File: config.mk
export PLATFORM = sky130hd
export DESIGN_NAME = if_id_queue
export DESIGN_NICKNAME = d
export VERILOG_FILES = /design/src/rtl/if_id_queue.sv
export SDC_FILE = /design/constraint.sdc
export NUM_CORES = 1
export LEC_CHECK = 0
export CORE_UTILIZATION = 45
export DETAILED_ROUTE_END_ITERATION = 16
export GPL_TIMING_DRIVEN = 1
export PLACE_DENSITY_LB_ADDON = 0.08
export SLEW_MARGIN = 20
export SYNTH_ARGS = -nofsm -noshare
export SYNTH_HDL_FRONTEND = slang
export SYNTH_SLANG_ARGS = --single-unit
File: constraint.sdc
create_clock -name clk -period 4.9 [get_ports clk]
set_input_delay 0.98 -clock clk [delete_from_list [all_inputs] [get_ports clk]]
set_output_delay 0.98 -clock clk [all_outputs]
set_load 0.01 [all_outputs]
File: src/rtl/if_id_queue.sv
// if_id_queue: DEPTH-entry show-ahead FIFO between fetch and decode.
// Carries {pc, inst, exc_code, badvaddr} per entry. A pushed exception
// fences further fetches until flush. Flush empties the queue.
module if_id_queue #(
  parameter int DEPTH  = 4,
  parameter int DATA_W = 32,
  parameter int EXC_W  = 5,
  parameter int CNT_W  = $clog2(DEPTH+1)
) (
  input  logic              clk,
  input  logic              rst,
  input  logic              flush,
  input  logic              if_valid,
  output logic              if_ready,
  input  logic [DATA_W-1:0] if_pc,
  input  logic [DATA_W-1:0] if_inst,
  input  logic [EXC_W-1:0]  if_exc_code,
  input  logic [DATA_W-1:0] if_exc_badvaddr,
  input  logic              id_stall,
  output logic              id_valid,
  output logic [DATA_W-1:0] id_pc,
  output logic [DATA_W-1:0] id_inst,
  output logic [EXC_W-1:0]  id_exc_code,
  output logic [DATA_W-1:0] id_exc_badvaddr,
  output logic [CNT_W-1:0]  count
);

  localparam int PTR_W = $clog2(DEPTH);

  typedef struct packed {
    logic [DATA_W-1:0] pc;
    logic [DATA_W-1:0] inst;
    logic [EXC_W-1:0]  exc_code;
    logic [DATA_W-1:0] badvaddr;
  } entry_t;

  entry_t           mem [DEPTH];
  logic [PTR_W-1:0] rd_ptr, wr_ptr;
  logic             fence;
  logic             full, empty, push, pop;
  entry_t           wr_ent, head;

  assign full     = (count == CNT_W'(DEPTH));
  assign empty    = (count == '0);
  // Registered state only: no combinational path from id_stall.
  assign if_ready = !full && !fence;
  assign push     = if_valid && if_ready && !flush;
  assign pop      = id_valid && !id_stall && !flush;
  assign id_valid = !empty;

  assign wr_ent = '{pc: if_pc, inst: if_inst, exc_code: if_exc_code,
                    badvaddr: if_exc_badvaddr};

  // Empty queue presents an all-zero entry (nop, EC_None).
  assign head            = empty ? '0 : mem[rd_ptr];
  assign id_pc           = head.pc;
  assign id_inst         = head.inst;
  assign id_exc_code     = head.exc_code;
  assign id_exc_badvaddr = head.badvaddr;

  // Storage write; contents need no reset since empty masks them.
  always_ff @(posedge clk) begin
    if (push) mem[wr_ptr] <= wr_ent;
  end

  // Pointer, occupancy and fence control; flush overrides push/pop.
  always_ff @(posedge clk or negedge rst) begin
    if (!rst) begin
      rd_ptr <= '0;
      wr_ptr <= '0;
      count  <= '0;
      fence  <= 1'b0;
    end else if (flush) begin
      rd_ptr <= '0;
      wr_ptr <= '0;
      count  <= '0;
      fence  <= 1'b0;
    end else begin
      if (push) begin
        wr_ptr <= wr_ptr + PTR_W'(1);
        if (if_exc_code != '0) fence <= 1'b1;
      end
      if (pop) rd_ptr <= rd_ptr + PTR_W'(1);
      case ({push, pop})
        2'b10:   count <= count + CNT_W'(1);
        2'b01:   count <= count - CNT_W'(1);
        default: count <= count;
      endcase
    end
  end

endmodule

# Word level (Yosys, flattened, before mapping)
# Memories as Yosys holds them, arrays and structs flattened.
# Cells that the tools add are included.
# totals
regBits	8
mem_bits_rw	404
output_inout_bits	106
memories	1
# memory_table
name	depth	word_bits	read_ports	rd_ports_with_merged_regs	wr	line	source
mem	4	101	1	0	1	37	entry_t mem [DEPTH];
# op_classes
add_sub_neg	4
eq_ne	3
mux	12
n_reduce_logical	17
# op_table
operator	n
$mux 101	1
$mux 2	4
$pmux 3 s2	1
$reduce_bool 2->1	3
$logic_and 1x1->1	5
$logic_not 1->1	5
$mux 1	5
$reduce_bool 5->1	1
$add 2x1->2 const B	2
$add 3x1->3 const B	1
$eq 3x3->1 const B	1
$logic_not 3->1	1
$mux 3	1
$reduce_bool 3->1	1
$sub 3x1->3 const B	1
$eq 2x1->1 const B	1
$eq 2x2->1 const B	1
$reduce_and 2->1	1

# Longest topological paths before layout
# Gate-level depths: netlist (run 1).
# depth
depth_word	8
depth_mapped	7
mapped_depth_nobuf	7

# Worst setup path after synthesis (run 1)
# No wires, ideal clock.
# synth_path
path_type	input to register
startpoint	in if_valid
endpoint	mem mem[0][0] (netlist bit), enable pin
setup_ns	0.472
t_arrival_ns	3.881
setup_slack_ns	0.547
path_stages	3
path_buffers	0
cell_sequence	nor3b_4 nor2b_1 and2_1
# synth_between
elab_chain_len	4
# synth_lines
element	line	source
from (decl)	13	input logic if_valid,
$logic_and 1x1->1 (2 in series)	47	assign push = if_valid && if_ready && !flush;
$mux 1	63	if (push) mem[wr_ptr] <= wr_ent;
$mux 1 (not written as such)	63	
to (decl)	37	
# No other way between the ends.

# Final worst setup path (run 1)
# layout_path
startpoint	reg count[0]
endpoint	out id_pc[8]
# layout_between
elab_chain_len	2
# layout_lines
element	line	source
from (decl)	25	output logic [CNT_W-1:0] count
from (signal assigned)	85	2'b10: count <= count + CNT_W'(1);
from (signal assigned)	86	2'b01: count <= count - CNT_W'(1);
from (signal assigned)	87	default: count <= count;
$logic_not 3->1	44	assign empty = (count == '0);
$mux 101	55	assign head = empty ? '0 : mem[rd_ptr];
to (decl)	21	output logic [DATA_W-1:0] id_pc,
# No other way between the ends.

==> results_dict.tcl, run 1 <==
set metrics [dict create \
    synth_seq_cells 412 \
    synth_fa_ha_area_share_pct 0.444 \
    syn_avg_cell_area_um2 22.7 \
    setup_slack_ps 849 \
    syn_area_mm2 0.0158 \
    cts_sinks 412 \
    synthArstFlopShare_pct 1.94 \
    cts_tree "built" \
    layout-drive-gt1-share_pct 19.1 \
    cp.required_ps 3920 \
    routed.top_layer "met5" \
    drc_errors 0 \
    run_status "complete, no violations" \
    path_cells "nor3_2, inv_2, buf_4, and2_1, clkdlybuf4s50_1" \
    ys.flop_type "edfxtp_1" \
    gr-usage-all-layers_pct 18.2 \
    routedWlPerCell_um 22.2 \
    yosysWarnings 0 \
    cpPeakStageDelay_ps 630 \
    clkPwrFrac_pct 28.8 \
    drt_iter0_drc 334 \
    numCtsBuffers 43 \
    timing.rr.start "count[2]" \
    ctsResizeCount 0 \
    synth_edf_count 404 \
    hp-start "wr_ptr[1]" \
    floorplan.die_area_mm2 0.0358 \
    worst_pin_slew_ps 838 \
    yosys.area_share.simple_pct 5.11 \
    muxShareOfSynthArea_pct 14.7 \
    crit_family "buffers and inverters" \
    grt_pass1_vias 8260 \
    io_buffers 211 \
    synth_xor_area_share_pct 0.222 \
    fin_skew_ps 16.0 \
    vias 7446 \
    switchingPower_uw 2740 \
    io_pins 212 \
    first_pass_iters 4 \
    finalHoldViolations 0 \
    fin_setup_tns_ps 0 \
    leakage_uw 0.00624 \
    htree_levels 2 \
    initial_utilization_pct 45.7 \
    pwr_density_cell_mw_per_mm2 517 \
    synth_top_family_by_area "multiplexers" \
    clk_latency_ps 540 \
    dp_slack_ps 1260 \
    syn_nets 806 \
    maxCapViolations 0 \
    maxSlewViolCount 0 \
    cts_root_buffer "clkbuf_16" \
    path_clk_slew_ps 60 \
    met3_length_um 1880 \
    viasPerCell 5.24 \
    pwr-share-comb_pct 29.9 \
    grt-ovfl-total 0 \
    end_kind "primary output" \
    grt_max_degree 62 \
    wl_met1_um 12500 \
    grt_pass1_wl_um 48700 \
    gp_congestion 0.710 \
    crit_buf_inv 3 \
    rows 68 \
    core_area_mm2 0.0345 \
    fin_nets 1042 \
    min_path_type "flip-flop to flip-flop" \
    grt_antenna_before_repair 4 \
    finalSetupViolations 0 \
    area_growth_pct 25.3 \
    die_w_um 189 \
    crit_path_max_fanout 45 \
    p_int_uw 7480 \
    rsz0062_at_grt "false" \
    switching_share_pct 26.8 \
    crit_arrival_ps 3070 \
    min_period_ps 4050 \
    antenna_left 0 \
    p_seq_share_pct 41.3 \
    cts_hold_buf 0 \
    worstSetupPathType "flip-flop to primary output" \
    synth_compound_area_share_pct 0.0713 \
    cp-start-kind "flip-flop" \
    synth_cell_type_count 29 \
    placed_cell_area_mm2 0.0185 \
    die_h_um 189 \
    hpwl_um 19000 \
    crit_slowest_cell "inv_2" \
    synthCells 695 \
    yosysSeqAreaShare_pct 78.1 \
    max_freq_ghz 0.247 \
    finalInstanceArea_mm2 0.0198 \
    clk_path_buf_depth 3 \
    slew_headroom_pct 44.0 \
    postCtsSetupRepairBufs 0 \
    peakVddDrop_uv 349 \
    crit_start "count[0]" \
    fin_crit_sh_pct 82.7 \
    routed_wl_um 31500 \
    met2_length_um 16500 \
]
-- layer usage --
layer | vias to the layer above | global-route usage [%]
li1 | 3301 | -
met1 | 3896 | 22.7
met2 | 198 | 31.8
met3 | 47 | 4.52
met4 | 4 | 5.09
met5 | - | 0
-- synth_stat cells (all sizes together) (2+ instances only) --
library cell / count / share of area, %
and2: 105 / 4.2
buf: 19 / 0.86
nor2: 10 / 0.24
edfxtp: 404 / 77
dfrtp: 8 / 1.3
inv: 3 / 0.071
nor2b: 3 / 0.12
mux4: 101 / 14
nor3b: 3 / 0.25
clkbuf: 16 / 0.38
xnor2: 4 / 0.22
nor3: 2 / 0.095
nand2b: 2 / 0.079
ha: 4 / 0.32
mux2: 2 / 0.17
mux2i: 2 / 0.13
-- per-stage QoR --
| step | hold slack [ps] | cells | total power [uW] | util (%) |
|---|---|---|---|---|
| 5_1_grt | 616 | 1420 | 10700 | 57.3 |
| 6_report | 595 | 1421 | 10200 | 57.3 |
| 4_1_cts | 597 | 1419 | 10400 | 57.2 |
| 3_3_place_gp | 558 | 1341 | 7390 | 53.5 |
| 3_5_place_dp | 583 | 1341 | 7420 | 53.5 |
| 2_1_floorplan | 538 | 695 | 5900 | - |
-- state kept, by name (all words and copies together) (netlist names) --
| signal | cells |
|---|---|
| rd_ptr | 2 |
| mem | 404 |
| wr_ptr | 2 |
| count | 3 |
| fence | 1 |
-- cell type report --
class                   instances  area, um2
fillers                      2639      14800
flip-flops and latches        412      12300
multi-input cells             245       3250
repair buffers                226       2310
clock buffers                  51       1130
well taps                     455        569
clock inverters                27        160
inverters                       3       11.3
diodes                          2       5.00
-- cell families after synthesis --
group,after synthesis
AO/OA/AOI/OAI,2
XOR/XNOR,4
adder cells (fa/ha/maj),5
buffers and inverters,38
flip-flops,412
multiplexers,105
AND/OR/NAND/NOR,129
-- power by group through the flow --
stage	combinational, uW	sequential, uW	clock (uW)
after floorplan	1660	4230	0
final	3060	4220	2950
after CTS	3140	4230	3030
after global routing	3300	4250	3170
after global placement	3110	4290	0
after detailed placement	3120	4300	0
-- cell usage in the layout, fill, tap and decap left out, types with 6 or more instances in the layout --
master / synthesis / layout
clkbuf_1: 16 / 7
nor2_1: 10 / 10
clkinv_2: 0 / 9
buf_12: 0 / 7
buf_4: 0 / 8
mux4_2: 101 / 101
edfxtp_1: 404 / 404
clkdlybuf4s50_1: 0 / 211
and2_1: 105 / 101
clkinv_1: 0 / 14
clkbuf_16: 0 / 44
dfrtp_1: 8 / 6
-- worst paths after layout --
kind                              end  slack [ps]  cells after the start
max                          id_pc[8]         850                      5
min                         wr_ptr[1]         600                      2
max reg2reg                mem[3][21]        2150                      5
min reg2reg                 wr_ptr[1]         600                      2
max in group asynchronous   rd_ptr[0]        3810                      1
min in group asynchronous    count[2]         760                      1
-- worst register-to-register path: stages (launching register included) --
cell and delay (ps):
dfrtp_1 420, nor3b_2 200, nor3b_4 360, nor2b_1 320, and2_4 680, buf_4 440
Note: power is estimated with default switching activity, not from simulation.
==> inputs of run 2 (changes only) <==
==> constraint.sdc (replaced) <==
create_clock -name clk -period 4 [get_ports clk]
set_input_delay 0.8 -clock clk [delete_from_list [all_inputs] [get_ports clk]]
set_output_delay 0.8 -clock clk [all_outputs]
set_load 0.01 [all_outputs]
==> results_dict.tcl, run 2 (synthesized netlist as in run 1, its figures left out) <==
set metrics [dict create \
    run_status "complete, no violations" \
    crit_buf_inv 2 \
    regArea_mm2 0.0123 \
    die_h_um 189 \
    worstSetupPathType "flip-flop to primary output" \
    antenna_left 0 \
    fin_nets 1048 \
    initial_utilization_pct 45.7 \
    clk_path_buf_depth 3 \
    core_area_mm2 0.0345 \
    crit_slowest_cell "dfrtp_4" \
    mostFrequentLayoutCell "edfxtp_1" \
    crit_family "buffers and inverters" \
    rsz0062_at_grt "false" \
    grt_pass1_wl_um 48200 \
    cts_hold_buf 0 \
    fin_crit_sh_pct 91.5 \
    finalSetupViolations 0 \
    htree_levels 2 \
    gp_congestion 0.732 \
    floorplan.die_area_mm2 0.0358 \
    most-common-layout-cells "edfxtp_1, clkdlybuf4s50_1, mux4_2, and2_1, clkbuf_16" \
    grt_max_degree 80 \
    fin_setup_tns_ps 0 \
    routedWlPerCell_um 22.0 \
    die_w_um 189 \
    min_period_ps 3660 \
    gr-usage-all-layers_pct 18.0 \
    cts_root_buffer "clkbuf_16" \
    crit_arrival_ps 2860 \
    cts_tree "built" \
    gr-usage-met1_pct 22.3 \
    worst_pin_slew_ps 587 \
    max_freq_ghz 0.273 \
    grt_use_met3_pct 3.67 \
    drc_errors 0 \
    maxCapViolations 0 \
    grt-ovfl-total 0 \
    min_path_type "input pin to async pin" \
    cp.required_ps 3200 \
    path_cells "buf_12, mux4_2, and2_1, clkdlybuf4s50_1" \
    io_pins 212 \
    maxSlewViolCount 0 \
    cp-endpoint "id_pc[13]" \
    busiest_layer "met2" \
    crit_path_max_fanout 26 \
    viasPerCell 5.22 \
    postCtsSetupRepairBufs 0 \
    path_clk_slew_ps 60 \
    cp-start-kind "flip-flop" \
    nFillCells 2612 \
    cpPeakStageDelay_ps 810 \
    fin_skew_ps 5.52 \
    leakage_uw 0.00627 \
    multi_input_area_mm2 0.00325 \
    rr_worst_depth 5 \
    routed_wl_um 31500 \
    first_pass_iters 4 \
    peakVddDrop_uv 415 \
    clk_latency_ps 520 \
    timing.rr.start "count[2]" \
    vias 7451 \
    hpwl_um 19200 \
    top_register "mem" \
    finalHoldViolations 0 \
    met2_usage_pct 32.0 \
    grt_pass1_vias 8279 \
    area_growth_pct 26.0 \
    numCtsBuffers 44 \
    drt_iter0_drc 368 \
    pwr_density_cell_mw_per_mm2 633 \
    worst_r2r_endpoint "mem[2][48]" \
    finish.utilization_pct 57.6 \
    rows 68 \
    slew_headroom_pct 60.9 \
    cp.depth 4 \
    grt_antenna_before_repair 0 \
    cts_sinks 412 \
    end_kind "primary output" \
    io_buffers 211 \
    reg2reg_setup_slack_ps 1470 \
    crit_start "rd_ptr[0]" \
    layout-drive-gt1-share_pct 18.9 \
    ctsResizeCount 0 \
    largest_reg_flops 404 \
    largestRegisters "mem x404, count x3" \
]
[run 2: changes by cell type in the layout (fill, tap and decap cells not counted), sizes merged]
cell and delta:
clkbuf +8, buf +5, clkinv -5, inv -1
[run 2: how the worst min path moves through the flow]
stage          slack (ps)  depth (start not counted)      start        end
2_1_floorplan         500                          0        rst   count[0]
3_3_place_gp          570                          2  wr_ptr[1]  wr_ptr[1]
3_5_place_dp          600                          2  wr_ptr[0]  wr_ptr[0]
4_1_cts               540                          1        rst   count[2]
5_1_grt               560                          1        rst   count[1]
6_report              560                          1        rst   count[2]
[run 2: metrics by stage]
stage / cells / total power, uW / hold WS [ps] / worst slack [ps] / cell area [um2]
after floorplan: 695 / 7210 / 504 / 950 / 15800
after global placement: 1346 / 9070 / 574 / 858 / 18600
after detailed placement: 1346 / 9120 / 599 / 750 / 18600
after CTS: 1426 / 12800 / 538 / 254 / 19900
after global routing: 1426 / 13100 / 564 / 167 / 19900
final: 1428 / 12600 / 558 / 342 / 19900
[run 2: power breakdown]
part           total [uW]  internal [uW]  switching [uW]
Clock                3640           2120            1520
Sequential           5170           5010             156
Combinational        3780           2140            1640
Total               12600           9270            3320
[run 2: layout make-up]
type | instances | area share (%)
Antenna cell | 2 | 0.0252
Clock buffer | 59 | 5.93
Clock inverter | 21 | 0.579
Inverter | 3 | 0.0566
Multi-Input combinational cell | 245 | 16.4
Sequential cell | 412 | 62.1
Tap cell | 455 | 2.86
Timing Repair Buffer | 231 | 12.1
[run 2: per-layer routing]
layer	wire (um)	vias to the layer above
met1	12800	3894
met3	1590	52
li1	-	3317
met2	16500	188
met4	615	0
met5	0	-
